==> src/rtl/npu_inst_pkg.sv <==
// Shared types and widths for the NPU instruction path.
package npu_inst_pkg;

  localparam int unsigned INST_W  = 128;
  localparam int unsigned INST_AW = 12;

  typedef enum logic [1:0] {
    S_IDLE,
    S_FETCH,
    S_DRAIN,
    S_FLUSH
  } fetch_state_e;

endpackage

==> src/rtl/inst_fetch_fifo.sv <==
// Prefetch FIFO for inst_fetch: synchronous, DW x DEPTH, with a clear-all flush input.
module inst_fetch_fifo #(
  parameter int unsigned DW    = 128,
  parameter int unsigned DEPTH = 4
) (
  input  logic                     clk,
  input  logic                     rst_n,
  input  logic                     flush,
  input  logic                     wr_en,
  input  logic [DW-1:0]            wr_data,
  input  logic                     rd_en,
  output logic [DW-1:0]            rd_data,
  output logic                     empty,
  output logic [$clog2(DEPTH):0]   count
);

  localparam int unsigned PW = $clog2(DEPTH);

  logic [DW-1:0] mem [DEPTH];
  logic [PW-1:0] wptr;
  logic [PW-1:0] rptr;

  assign empty   = (count == '0);
  assign rd_data = mem[rptr];

  always_ff @(posedge clk) begin
    if (wr_en && !flush) begin
      mem[wptr] <= wr_data;
    end
  end

  always_ff @(posedge clk or negedge rst_n) begin
    if (!rst_n) begin
      wptr  <= '0;
      rptr  <= '0;
      count <= '0;
    end else if (flush) begin
      wptr  <= '0;
      rptr  <= '0;
      count <= '0;
    end else begin
      if (wr_en) begin
        wptr <= wptr + 1'b1;
      end
      if (rd_en) begin
        rptr <= rptr + 1'b1;
      end
      unique case ({wr_en, rd_en})
        2'b10:   count <= count + 1'b1;
        2'b01:   count <= count - 1'b1;
        default: count <= count;
      endcase
    end
  end

endmodule

==> src/rtl/inst_fetch.sv <==
// Instruction fetch master: walks an inst_buffer address range and streams
// instructions to decode. Optional perf counters under INST_FETCH_PERF_EN.
module inst_fetch
  import npu_inst_pkg::*;
#(
  parameter int unsigned AW         = INST_AW,
  parameter int unsigned DW         = INST_W,
  parameter int unsigned RD_LAT     = 1,
  parameter int unsigned FIFO_DEPTH = 4
) (
  input  logic          i_clk,
  input  logic          i_rst_n,
  input  logic          i_start,
  input  logic [AW-1:0] i_start_addr,
  input  logic [AW:0]   i_inst_num,
  input  logic          i_abort,
  output logic          o_busy,
  output logic          o_done,
  output logic [AW-1:0] o_inst_raddr,
  output logic          o_inst_rd_en,
  input  logic [DW-1:0] i_inst_rdat,
  input  logic          i_inst_rdat_vld,
  output logic [DW-1:0] o_inst,
  output logic          o_inst_vld,
  input  logic          i_inst_rdy
`ifdef INST_FETCH_PERF_EN
  ,
  output logic [31:0]   o_stall_cnt,
  output logic [31:0]   o_bp_cnt
`endif
);

  localparam int unsigned CW      = $clog2(FIFO_DEPTH) + 1;
  localparam logic [AW:0] NUM_ONE = {{AW{1'b0}}, 1'b1};

  fetch_state_e      state;
  fetch_state_e      state_nxt;
  logic [AW-1:0]     addr_q;
  logic [AW:0]       rd_left;
  logic [AW:0]       acc_left;
  logic [RD_LAT-1:0] vsr;
  logic              done_q;
  logic              done_nxt;
  logic [CW-1:0]     fifo_count;
  logic              fifo_empty;
  logic [DW-1:0]     fifo_head;
  logic [15:0]       inflight;
  logic [15:0]       occupancy;
  logic              start_ok;
  logic              abort_ok;
  logic              rd_en;
  logic              cap;
  logic              pop;

  assign inflight  = 16'($countones(vsr));
  assign occupancy = 16'(fifo_count) + inflight;

  assign start_ok = i_start && (state == S_IDLE);
  assign abort_ok = i_abort && ((state == S_FETCH) || (state == S_DRAIN));

  // Credit covers FIFO entries plus reads still in the buffer pipe, so a
  // returning read always has a slot.
  assign rd_en = (state == S_FETCH) && !i_abort && (occupancy < 16'(FIFO_DEPTH));
  assign cap   = vsr[RD_LAT-1] && (state != S_FLUSH);
  assign pop   = !fifo_empty && i_inst_rdy;

  always_ff @(posedge i_clk or negedge i_rst_n) begin
    if (!i_rst_n) begin
      state <= S_IDLE;
    end else begin
      state <= state_nxt;
    end
  end

  always_comb begin
    state_nxt = state;
    done_nxt  = 1'b0;
    unique case (state)
      S_IDLE: begin
        if (start_ok) begin
          if (i_inst_num == '0) begin
            done_nxt = 1'b1;
          end else begin
            state_nxt = S_FETCH;
          end
        end
      end
      S_FETCH: begin
        if (i_abort) begin
          state_nxt = S_FLUSH;
        end else if (rd_en && (rd_left == NUM_ONE)) begin
          state_nxt = S_DRAIN;
        end
      end
      S_DRAIN: begin
        if (i_abort) begin
          state_nxt = S_FLUSH;
        end else if (pop && (acc_left == NUM_ONE)) begin
          state_nxt = S_IDLE;
          done_nxt  = 1'b1;
        end
      end
      S_FLUSH: begin
        if (inflight == '0) begin
          state_nxt = S_IDLE;
        end
      end
      default: state_nxt = S_IDLE;
    endcase
  end

  always_ff @(posedge i_clk or negedge i_rst_n) begin
    if (!i_rst_n) begin
      addr_q   <= '0;
      rd_left  <= '0;
      acc_left <= '0;
      vsr      <= '0;
      done_q   <= 1'b0;
    end else begin
      done_q <= done_nxt;
      vsr[0] <= rd_en;
      for (int unsigned i = 1; i < RD_LAT; i++) begin
        vsr[i] <= vsr[i-1];
      end
      if (start_ok) begin
        addr_q   <= i_start_addr;
        rd_left  <= i_inst_num;
        acc_left <= i_inst_num;
      end else begin
        if (rd_en) begin
          addr_q  <= addr_q + 1'b1;
          rd_left <= rd_left - 1'b1;
        end
        if (pop && (acc_left != '0)) begin
          acc_left <= acc_left - 1'b1;
        end
      end
    end
  end

  inst_fetch_fifo #(
    .DW    (DW),
    .DEPTH (FIFO_DEPTH)
  ) u_fifo (
    .clk     (i_clk),
    .rst_n   (i_rst_n),
    .flush   (abort_ok),
    .wr_en   (cap),
    .wr_data (i_inst_rdat),
    .rd_en   (pop),
    .rd_data (fifo_head),
    .empty   (fifo_empty),
    .count   (fifo_count)
  );

  assign o_busy       = (state != S_IDLE);
  assign o_done       = done_q;
  assign o_inst_raddr = addr_q;
  assign o_inst_rd_en = rd_en;
  assign o_inst_vld   = !fifo_empty;
  assign o_inst       = fifo_empty ? '0 : fifo_head;

  generate
    if (RD_LAT == 1) begin : g_vld_chk
      // Buffer valid is always one cycle after rd_en; only then must it track the pipe.
      a_vld_match : assert property (@(posedge i_clk) disable iff (!i_rst_n)
        i_inst_rdat_vld == vsr[0]);
    end
  endgenerate

`ifdef INST_FETCH_PERF_EN
  always_ff @(posedge i_clk or negedge i_rst_n) begin
    if (!i_rst_n) begin
      o_stall_cnt <= '0;
      o_bp_cnt    <= '0;
    end else if (start_ok) begin
      o_stall_cnt <= '0;
      o_bp_cnt    <= '0;
    end else begin
      if (((state == S_FETCH) || (state == S_DRAIN)) && fifo_empty && (o_stall_cnt != '1)) begin
        o_stall_cnt <= o_stall_cnt + 32'd1;
      end
      if (!fifo_empty && !i_inst_rdy && (o_bp_cnt != '1)) begin
        o_bp_cnt <= o_bp_cnt + 32'd1;
      end
    end
  end
`endif

endmodule

==> config.mk <==
export PLATFORM = sky130hd
export DESIGN_NAME = inst_fetch
export DESIGN_NICKNAME = d
export VERILOG_FILES = /design/src/rtl/npu_inst_pkg.sv /design/src/rtl/inst_fetch_fifo.sv /design/src/rtl/inst_fetch.sv
export SDC_FILE = /design/constraint.sdc
export NUM_CORES = 1
export LEC_CHECK = 0
export CAP_MARGIN = 25
export CORE_ASPECT_RATIO = 1.2
export CORE_UTILIZATION = 25
export CTS_BUF_LIST = sky130_fd_sc_hd__clkbuf_4 sky130_fd_sc_hd__clkbuf_8 sky130_fd_sc_hd__clkbuf_16
export CTS_CLUSTER_DIAMETER = 150
export CTS_CLUSTER_SIZE = 12
export DETAILED_ROUTE_END_ITERATION = 10
export PLACE_DENSITY_LB_ADDON = 0.15
export SLEW_MARGIN = 0
export SYNTH_ARGS = -nofsm -noshare
export SYNTH_HDL_FRONTEND = slang
export SYNTH_SLANG_ARGS = --single-unit
==> constraint.sdc <==
create_clock -name i_clk -period 13.16 [get_ports i_clk]
set_input_delay 2.632 -clock i_clk [delete_from_list [all_inputs] [get_ports i_clk]]
set_output_delay 2.632 -clock i_clk [all_outputs]
set_load 0.005 [all_outputs]
Word level (Yosys, flattened, before mapping) --
Memories as Yosys holds them, arrays and structs flattened. Cells that the tools add are included.
Storage, ports and cells: bits of input ports 159, output and inout bits 144, register bits 49, RAM bits 512, memories kept 1, logic and storage cells 86
Cells by class: multiplexer cells 28, eq/ne operators 13, reductions and logical operators 26, order comparisons 1, add/sub/neg operators 8
Memories:
- u_fifo.mem | words 4, bits a word 128, rd ports 1, clocked after Yosys merged registers in 0, wr ports 1, RTL line inst_fetch_fifo.sv:19 | logic [DW-1:0] mem [DEPTH];
Operators with widths (number):
- $mux W128 | 1
- $mux W13 | 4
- $eq A13 B1 Y1 const B | 2
- $sub A13 B1 Y13 const B | 2
- $mux W12 | 2
- $mux W2 | 11
- $logic_not A16 Y1 | 1
- $logic_not A13 Y1 | 1
- $reduce_bool A13 Y1 | 1
- $add A12 B1 Y12 const B | 1
- $logic_and A1 B1 Y1 | 10
- $reduce_bool A2 Y1 | 5
- $ne A2 B2 Y1 const B | 4
- $pmux W2 S4 | 1
- $eq A2 B2 Y1 const B | 3
- $mux W1 | 6
- $ne A3 B2 Y1 const B | 2
- $pmux W3 S2 | 1
- $reduce_and A5 Y1 | 1
- $add A2 B1 Y2 const B | 2
- $add A3 B1 Y4 | 1
- $eq A2 B1 Y1 const B | 2
- $lt A4 B3 Y1 const B | 1
- $add A3 B1 Y3 const B | 1
- other kinds (8) | 10

Depth between registers and ports, before layout --
depth after elaboration 7, mapped depth 9, gate-level depth less buffers 8

Modules after synthesis --
Synthesis repeated with hierarchy kept, for this count alone.
Unflattened totals: cell total of the unflattened synthesis 1114, area total of the unflattened synthesis 22196.3 um^2
Modules (own cells, without submodules):
- inst_fetch_fifo | cells an instance 711, times used 1, seq. area each 15549.9 um^2, area an instance 18899.4 um^2
- inst_fetch | cells an instance 403, times used 1, seq. area each 1051.0 um^2, area an instance 3296.9 um^2

Worst setup path after synthesis --
No wires, ideal clock.
path type input -> register, start point input port i_abort, end point memory u_fifo.mem[0][0] (enable), arrival time 5.714 ns, required time 12.657 ns, buffers on the path 0, library setup time 0.503 ns, stages on the path 2, path slack 6.943 ns, cells stage by stage nand2_1 and3_1
On the way: longest elaborated chain between the ends 5
RTL lines:
- from (decl) | RTL line inst_fetch.sv:16 | input logic i_abort,
- $logic_and A1 B1 Y1 | RTL line inst_fetch.sv:59 | assign abort_ok = i_abort && ((state == S_FETCH) || (state == S_DRAIN));
- $logic_not A1 Y1 | RTL line inst_fetch_fifo.sv:27 | if (wr_en && !flush) begin
- $logic_and A1 B1 Y1 | RTL line inst_fetch_fifo.sv:27
- $mux W1 | RTL line inst_fetch_fifo.sv:27
- $mux W1 (implied by the code) | RTL line inst_fetch_fifo.sv:28 | mem[wptr] <= wr_data;
- to (decl) | RTL line inst_fetch_fifo.sv:19
Every way passes these cells.

Worst setup path in the final report --
start point input port i_abort, end point output port o_inst_rd_en
On the way: longest elaborated chain between the ends 3
RTL lines:
- $logic_not A1 Y1 | RTL line inst_fetch.sv:63 | assign rd_en = (state == S_FETCH) && !i_abort && (occupancy < 16'(FIFO_DEPTH));
- $logic_and A1 B1 Y1 (2 in a row) | RTL line inst_fetch.sv:63
- to (decl) | RTL line inst_fetch.sv:20 | output logic o_inst_rd_en,
Every way passes these cells.

==> flow_summary.toml <==
[sta]
fin_skew_ps = 23.5
worst_pin_slew_ps = 928
setup_viol = 0
fmax_mhz = 136
rsz0062_at_grt = "false"
hold_violations = 0
tns_ps = 0
finalMaxSlewViolations = 0
finalCritPeriodShare = 0.559
period_minus_slack_ps = 7350
relSlewSlack = 0.381

[yosys]
syn_nets = 1294
yosys.area.top_type = "edfxtp_1"
yosysSeqAreaShare = 0.750
synth-edff-count = 512
synthCells = 1120
async_flop_share = 0.0873
synth.area.top_cells = "edfxtp_1, mux4_2, dfrtp_1"
netlist_area_um2 = 22100
synth_warnings = 0
synth_top_cell_area_share = 0.695
synthFlopType = "edfxtp_1"
synth_cell_types = 53
ys_ff_latch = 561
synth.avg_cell_area_um2 = 19.8

[clocking]
hold_buffers = 0
post-cts-setup-buffers = 0
worstSkewPairLatency_ps = 620
cts_root_buf = "clkbuf_16"
clk_pin_slew_ps = 70
clkSinkCount = 561
clockBufferDepth = 3
cts_tree = "built"
ctsResizeCount = 0
cts_max_level = 2
cts_buffers = 52

[die]
die_height_um = 328
io_pins = 303
core-area_um2 = 87700
die-area_um2 = 89700
die_x_um = 274
initial_core_util = 0.252
rows = 119

[status]
status = "complete, no violations"

[route]
viasPerCell = 4.33
drc = 0
totalWireLength_um = 55500
wl_per_cell_um = 21.3
ant_nets = 0
num_vias = 11300
firstDrtPassIters = 4
drt-initial-drc-count = 486

[cells_and_area]
final_area_um2 = 28000
nets = 1613
final_cells = 2599
final_common_cell = "edfxtp_1"
final_layout_size_suffix_gt1_frac = 0.160
syn_to_final_growth_pct = 26.5
n_fill_cell = 8470
mostFrequentLayoutCells = "edfxtp_1, clkdlybuf4s50_1, and2_1"

[setup_path]
end_kind = "output port"
critPathKind = "in -> out"
worstSetupStartpointType = "primary input"
cp.arrival_ps = 4720
worst-path-max-fanout = 9
worstPathRequired_ps = 10530

[power_and_ir_drop]
p_total_mw = 5.51
p_per_area_nw_per_um2 = 197
cellLeakagePower_nw = 8.79
vdd_drop_max_mv = 0.0969

[flow_run]
cap_violations = 0

[placed_design]
placed_cells = 2533
gp_congestion = 0.739
dpl.hpwl_um = 33700
io_buffers = 301
placed_area_um2 = 26500

[global_routing]
antenna_found_initial = 6
overflow = 0
grt_pass1_vias = 12000
grt_pass1_wl_um = 81100
grt_use_total = 0.122
grt_max_degree = 72

[hold_path]
hp-class = "reg -> reg"
sequential cells by signal, summed over array words and instances (netlist names):
register	cells
u_fifo.mem	512
acc_left	13
rd_left	13
o_inst_raddr	12
u_fifo.count	3
state	2
u_fifo.rptr	2
u_fifo.wptr	2
o_done	1
vsr	1
cells by family after synthesis:
| group | share of synthesized area |
|---|---|
| compound gates | 0.0154 |
| buf+inv | 0.0123 |
| xor+xnor | 0.0154 |
| simple gates | 0.0660 |
| fa+ha+maj | 0.00882 |
| flops | 0.750 |
| mux | 0.132 |
cell type report:
cell class | count | area [um^2] | area share
antenna | 2 | 5.00 | 0.000179
multi-input combinational | 490 | 5280 | 0.189
clock inverter | 4 | 73.8 | 0.00264
inverter | 15 | 56.3 | 0.00201
clock buffer | 59 | 1350 | 0.0484
sequential | 561 | 16600 | 0.593
tap | 1149 | 1440 | 0.0513
timing repair buffer | 319 | 3180 | 0.114
worst paths after layout:
path                       cells after the start  slack (ps)            endpoint     start
setup / recovery                               5        5810        o_inst_rd_en   i_abort
hold / removal                                 1         570            state[0]  state[0]
setup reg to reg                               5        9060  u_fifo.mem[2][101]  state[1]
hold reg to reg                                1         570            state[0]  state[0]
max in group asynchronous                      2       10480      u_fifo.rptr[1]   i_rst_n
min in group asynchronous                      2        2140     o_inst_raddr[9]   i_rst_n
report_power, final:
group | internal, mW | total (mW) | switching, mW
Combinational | 1.06 | 1.88 | 0.821
Sequential | 2.13 | 2.27 | 0.134
Clock | 0.723 | 1.36 | 0.640
Total | 3.91 | 5.51 | 1.59
worst max-delay path, cell delays in order:
cell	delay, ps
clkdlybuf4s50_1	520
nor3b_2	500
nand2_1	270
inv_2	220
clkdlybuf4s50_1	570
through the flow:
| stage | hold WS, ps | utilization | setup slack [ps] |
|---|---|---|---|
| final | 569 | 0.319 | 5810 |
| after global routing | 612 | 0.319 | 5700 |
| after CTS | 582 | 0.319 | 5810 |
| after detailed placement | 565 | 0.303 | 5820 |
| after global placement | 548 | 0.302 | 5780 |
| after floorplan | 522 | - | 6940 |
cells in the mapped netlist, types with 3 or more instances:
library cell  instances
nor2_1               41
a21oi_1              36
clkbuf_1             41
o21ai_0               3
or3_1                 3
ha_1                 14
and2_1              131
dfrtp_1              49
nand2_1              15
nand3_1               8
mux4_2              128
mux2_1                3
edfxtp_1            512
xnor2_1              19
nor3_1               12
nand4_1               7
xor2_1               20
nor4_1                6
o211ai_1              3
buf_2                11
inv_1                14
and3_1                5
metal layers:
metal,global-route usage,vias to the layer above,share of wire
met3,0.0330,72,0.055
met4,0.0325,10,0.020
li1,-,5036,-
met2,0.211,232,0.51
met1,0.150,5905,0.41
met5,0,-,0.0012
No activity file was read; power rests on OpenSTA's default activity.
